==> config.mk <==
export PLATFORM = sky130hd
export DESIGN_NAME = serial_frame_receiver
export DESIGN_NICKNAME = d
export VERILOG_FILES = /design/src/rtl/serial_frame_receiver.sv
export SDC_FILE = /design/constraint.sdc
export NUM_CORES = 1
export LEC_CHECK = 0
export ABC_CLOCK_PERIOD_IN_PS = 2700
export CAP_MARGIN = 10
export CORE_MARGIN = 2
export CORE_UTILIZATION = 48
export DETAILED_ROUTE_END_ITERATION = 12
export PLACE_DENSITY_LB_ADDON = 0.25
export SYNTH_ARGS = -nofsm -noshare
export SYNTH_HDL_FRONTEND = slang
export SYNTH_SLANG_ARGS = --single-unit
==> constraint.sdc <==
create_clock -name clk -period 2.7 [get_ports clk]
set_clock_uncertainty 0.05 [all_clocks]
set_input_delay 0.405 -clock clk [delete_from_list [all_inputs] [get_ports clk]]
set_output_delay 0.405 -clock clk [all_outputs]
set_load 0.01 [all_outputs]
==> src/rtl/serial_frame_receiver.sv <==
// Serial frame receiver: sync hunt, MSB-first deserializer, 2-entry output FIFO.
// Define SFR_PARITY_EN to expect and check a trailing even-parity bit per frame.
module serial_frame_receiver #(
  parameter int DATA_W = 8,
  parameter int SYNC_W = 4,
  parameter logic [SYNC_W-1:0] SYNC_PATTERN = 4'b1011
) (
  input  logic              clk,
  input  logic              reset,
  input  logic              bit_in,
  input  logic              bit_valid,
  output logic [DATA_W-1:0] out_data,
  output logic              out_valid,
  input  logic              out_ready,
  output logic              overflow,
  output logic [7:0]        par_err_cnt
);

  localparam int CNT_W = $clog2(DATA_W + 1);

  typedef enum logic [1:0] {
    HUNT = 2'd0,
`ifdef SFR_PARITY_EN
    PARITY = 2'd2,
`endif
    DATA = 2'd1
  } state_t;

  state_t              state_q;
  logic [SYNC_W-1:0]   sync_q;
  logic [DATA_W-1:0]   shift_q;
  logic [CNT_W-1:0]    cnt_q;
  logic [DATA_W-1:0]   mem_q [2];
  logic                rd_q;
  logic [1:0]          fcnt_q;
  logic                overflow_q;

  logic [SYNC_W-1:0]   win_d;
  logic [DATA_W-1:0]   shift_d;
  logic [DATA_W-1:0]   word_d;
  logic                last_d;
  logic                commit_d;
  logic                pop_d;
  logic                full_d;
  logic                push_d;
  logic                ovf_d;
  logic                wr_idx_d;

`ifdef SFR_PARITY_EN
  logic [7:0]          par_q;
  logic                par_fail_d;
  assign par_err_cnt = par_q;
`else
  assign par_err_cnt = 8'd0;
`endif

  assign out_data  = mem_q[rd_q];
  assign out_valid = (fcnt_q != 2'd0);
  assign overflow  = overflow_q;

  always_comb begin
    win_d    = {sync_q[SYNC_W-2:0], bit_in};
    shift_d  = {shift_q[DATA_W-2:0], bit_in};
    last_d   = (cnt_q == CNT_W'(DATA_W - 1));
    word_d   = shift_d;
    commit_d = 1'b0;
`ifdef SFR_PARITY_EN
    par_fail_d = 1'b0;
    if (bit_valid && state_q == PARITY) begin
      word_d = shift_q;
      if (^{shift_q, bit_in}) par_fail_d = 1'b1;
      else                    commit_d   = 1'b1;
    end
`else
    if (bit_valid && state_q == DATA && last_d) commit_d = 1'b1;
`endif
    pop_d    = out_valid && out_ready;
    full_d   = (fcnt_q == 2'd2);
    push_d   = commit_d && (!full_d || pop_d);
    ovf_d    = commit_d && full_d && !pop_d;
    wr_idx_d = rd_q ^ fcnt_q[0];
  end

  always_ff @(posedge clk or posedge reset) begin
    if (reset) begin
      state_q    <= HUNT;
      sync_q     <= '0;
      shift_q    <= '0;
      cnt_q      <= '0;
      mem_q[0]   <= '0;
      mem_q[1]   <= '0;
      rd_q       <= 1'b0;
      fcnt_q     <= 2'd0;
      overflow_q <= 1'b0;
`ifdef SFR_PARITY_EN
      par_q      <= 8'd0;
`endif
    end else begin
      overflow_q <= ovf_d;
      if (push_d) mem_q[wr_idx_d] <= word_d;
      if (pop_d)  rd_q <= ~rd_q;
      fcnt_q <= fcnt_q + {1'b0, push_d} - {1'b0, pop_d};
      if (bit_valid) begin
        unique case (state_q)
          HUNT: begin
            // window restarts empty so a sync never borrows payload bits
            if (win_d == SYNC_PATTERN) begin
              state_q <= DATA;
              cnt_q   <= '0;
              sync_q  <= '0;
            end else begin
              sync_q  <= win_d;
            end
          end
          DATA: begin
            shift_q <= shift_d;
            if (last_d) begin
              cnt_q <= '0;
`ifdef SFR_PARITY_EN
              state_q <= PARITY;
`else
              state_q <= HUNT;
`endif
            end else begin
              cnt_q <= cnt_q + 1'b1;
            end
          end
`ifdef SFR_PARITY_EN
          PARITY: begin
            state_q <= HUNT;
            if (par_fail_d && par_q != 8'hFF) par_q <= par_q + 8'd1;
          end
`endif
          default: state_q <= HUNT;
        endcase
      end
    end
  end

endmodule

Word-level counts from Yosys, hierarchy flattened:

Index checks and enable logic that the tools add are counted.

* order comparisons: 3
* reductions and logical operators: 17
* mux-type cells: 14
* equal/unequal tests: 6
* $add $sub $neg: 3
* bitwise gates (word level): 4

Operators with widths (number)
* $mux W8: 4
* $bwmux W16: 1
* $demux W8 S1: 1
* $mux W4: 2
* $pmux W4 S2: 1
* $logic_and A1 B1 Y1: 7
* $reduce_and A3 Y1: 2
* $add A4 B1 Y4 const B: 1
* $eq A4 B3 Y1 const B: 1
* $eq A4 B4 Y1 const B: 1
* $ge A2 B2 Y1 const B: 2
* $mux W2: 2
* $ne A2 B2 Y1 const B: 2
* $not A1 Y2: 2
* $pmux W2 S2: 1
* $reduce_and A2 Y1: 2
* $reduce_bool A2 Y1: 2
* $mux W3: 1
* $add A2 B1 Y2: 1
* $eq A2 B1 Y1 const B: 1
* $eq A2 B2 Y1 const B: 1
* $logic_not A1 Y1: 2
* $logic_not A2 Y1: 1
* $lt A2 B1 Y1 const B: 1
* other kinds (5): 5

* output and inout port bits: 18
* register bits: 36
* logic and storage cells: 56
* bits of input ports: 5

Longest topological paths before layout:

* depth in word-level cells: 7
* gate-level depth with buffers: 9
* depth with buffers taken out: 9

Worst setup path after synthesis:

No wires, ideal clock.

* path kind: reg-to-reg
* from: reg state_q[0]
* to: reg fcnt_q[1]
* required time: 2527 ps
* data arrival time: 1645 ps
* path slack: 882 ps
* buffers on the path: 0
* period minus slack after synthesis: 1818 ps
* library setup time: 123 ps
* cell stages (with the launch flop): 9
* path through: dfrtp_1 -> nand2_1 -> nor3_1 -> nand2_1 -> ha_1 -> inv_1 -> ha_1 -> xnor2_1 -> xnor2_1

* longest elaborated chain between the ends: 7

RTL lines
* start, declared: line 29 `state_t state_q;`
* start signal, assigned: line 86 `state_q <= HUNT;`
* start signal, assigned: line 108 `state_q <= DATA;`
* start signal, assigned: line 122 `state_q <= HUNT;`
* $eq A2 B1 Y1: line 75 `if (bit_valid && state_q == DATA && last_d) commit_d = 1'b1;`
* $logic_and A1 B1 Y1 (2 in series): line 75
* $mux W1: line 75
* $logic_and A1 B1 Y1: line 79 `push_d = commit_d && (!full_d || pop_d);`
* $add A2 B1 Y2: line 102 `fcnt_q <= fcnt_q + {1'b0, push_d} - {1'b0, pop_d};`
* $sub A2 B1 Y2: line 102
* end signal, assigned: line 102
* end, declared: line 35 `logic [1:0] fcnt_q;`

No other way between the ends.
A chain may end at the register's enable or synchronous reset.

Worst setup path in the final report:

* from: reg rd_q
* to: out out_data[0]

* longest elaborated chain between the ends: 4

RTL lines
* start, declared: line 34 `logic rd_q;`
* start signal, assigned: line 101 `if (pop_d) rd_q <= ~rd_q;`
* $not A1 Y2 (implied by the code): line 57 `assign out_data = mem_q[rd_q];`
* $mux W8 (implied by the code) (3 in series): line 57
* end, declared: line 12 `output logic [DATA_W-1:0] out_data,`

No other way between the ends. The select of a mux whose other input is x is not followed.

==> results.ini <==
[route]
first_pass_iters=4
dr_total_vias=956
wire_per_inst_um=14.20
drtIter0Drc=49
drc=0
drtAntennaViolNets=0
vias_per_cell=5.140
routed_wl_um=2641

[global_route]
grt_usage=0.1592
grt_start_max_net_pins=36
grt_pass1_vias=1027
grt_pass1_wl_um=4740
antenna_found_initial=0
overflow=0

[floorplanning]
coreArea_sq_um=3311
rows=21
initial_core_util=0.4958
die_h_um=62.48
die_width_um=62.48
pin_count=23
die_area_sq_um=3904

[worst_setup_path]
critPathKind=reg -> out
crit_required_ps=2250
regToRegSetupSlack_ps=790
r2r_cells=9
cp-endpoint=out_data[0]
cp_max_fo=10
cp-startpoint=rd_q
start_kind=register
cpPeakStageDelay_ps=660
rr_startpoint=cnt_q[0]
crit_path_top_delay_cell=dfrtp_1
cp.arrival_ps=1870
r2r_end=fcnt_q[1]
path_cells=mux2_2, clkdlybuf4s50_1
worstSetupEndpointType=output port

[yosys]
synth_warnings=0
synth_top_area_frac=0.5335
synthTopCellsByCount=35 x dfrtp_1, 33 x mux2_2, 8 x buf_4, 6 x nand2_1
synth.cell_area_sq_um=1642
synth.most_common_cell=dfrtp_1
async_flop_share=1.000
yosysTopAreaCell=dfrtp_1
synth_area_per_cell_sq_um=13.68
synth.distinct_cells=30
synth-edff-count=0
ys.flop_type=dfrtp_1
synthTopCellsByArea=dfrtp_1 53%, mux2_2 23%, buf_4 3.7%
netlist_instances=120
ys_ff_latch=35
synth-seq-area-share=0.5335

[clock_tree]
postCtsSetupBuffers=0
hold_buffers=0
insertion_delay_ps=330
numCtsBuffers=5
cts_tree=built
path_clk_slew_ps=100
root_buffer=clkbuf_4
cts_buffer_depth=2
post_cts_resized=0
cts.sinks=35
htree_levels=2

[power]
power.density_nw_per_um2=1017
vdd.ir_drop.worst_uv=588.9
leakage_uw=0.0008947

[timing]
max_freq_mhz=430.8
finalCriticalPeriod_ps=2322
whs_ps=406.7
setup_tns_ps=0
finalSetupViolCount=0
finalCritPeriodShare=0.8598
report.final.slew_viol_count=0
rsz0062_at_grt=no
hold_viol=0

[worst_hold_path]
worstHoldPathType=in -> async

[layout]
num-nets-final=147
instances_no_fill=186
fill_cells=286
area_growth_pct=13.80
diodes=0
fin_area_sq_um=1868
drive_gt1_frac=0.3286

[place]
place_inst=178
dp_hpwl_um=1857
place_area_sq_um=1799
routabilityCongestion=0.7224
numPortBuffers=14

[run_status]
outcome=complete, no violations

[flow_run]
max-cap-violations=0

worst min-delay path by stage:
| stage | cells past startpoint | endpoint | from | slack (ps) |
|---|---|---|---|---|
| 2_1_floorplan | 1 | fcnt_q[1] | fcnt_q[1] | 400 |
| 3_3_place_gp | 1 | fcnt_q[1] | fcnt_q[1] | 420 |
| 3_5_place_dp | 1 | fcnt_q[1] | fcnt_q[1] | 430 |
| 4_1_cts | 3 | mem_q[1] | reset | 410 |
| 5_1_grt | 3 | mem_q[1] | reset | 440 |
| 6_report | 3 | mem_q[1] | reset | 410 |
worst max-delay path, delay by kind of cell, from the launching register on:
kind	cells	cell delay [ps]
multiplexers	1	400
buffers and inverters	1	480
flip-flops	1	660
cells by family (layout without fill, tap and decap cells):
group,after synthesis,after routing,share of synthesized area
adders and majority gates,3,3,0.02287
xor gates and xnor gates,4,4,0.02135
muxes,35,35,0.2393
buffers and inverters,14,27,0.05640
and+or+nand+nor,19,19,0.08765
DFF,35,35,0.5335
AOI/OAI and AO/OA,9,9,0.03659
other,1,8,0.002284
sequential cells by signal (all words and copies together) (netlist names):
name,count
cnt_q,4
fcnt_q,2
mem_q,16
overflow,1
rd_q,1
shift_q,7
state_q,1
sync_q,3
area by class of cell:
class                      count  area, sq um  share of cell area
sequential                    35        875.8              0.4689
multi-input combinational     78        699.4              0.3744
timing repair buffer          16        155.1             0.08305
clock buffer                   8        68.82             0.03684
tap                           46        57.56             0.03081
inverter                       3        11.26            0.006028
cells in the final DEF, fill, tap and decap left out, types with 2 or more instances in the layout:
cell type / count
clkbuf_4: 5
a22o_1: 3
dfrtp_1: 35
ha_1: 3
clkdlybuf4s50_1: 14
clkbuf_8: 2
nand2_1: 6
buf_4: 2
mux2_2: 33
conb_1: 8
inv_1: 3
xnor2_1: 3
o21ai_0: 3
a21oi_1: 2
stage by stage:
stage          total power [uW]  utilization  setup WS [ps]
2_1_floorplan              1400            -          882.2
3_3_place_gp               1558       0.5435          412.7
3_5_place_dp               1607       0.5435          388.8
4_1_cts                    1926       0.5642          339.0
5_1_grt                    2056       0.5642          270.1
6_report                   1900       0.5642          378.5
power by group:
group | switching, uW | total (uW) | internal, uW
sequential | 203 | 938 | 735
clock | 164 | 317 | 153
combinational | 240 | 646 | 406
total | 606 | 1900 | 1290
layer usage:
layer / vias to the layer above / track usage / part of all wire
met2: 18 / 0.2702 / 0.53
met5: - / 0 / 0
met4: 0 / 0.07500 / 0.014
li1: 445 / - / -
met3: 5 / 0.04505 / 0.042
met1: 488 / 0.1862 / 0.42
(Power assumes the default switching activity.)
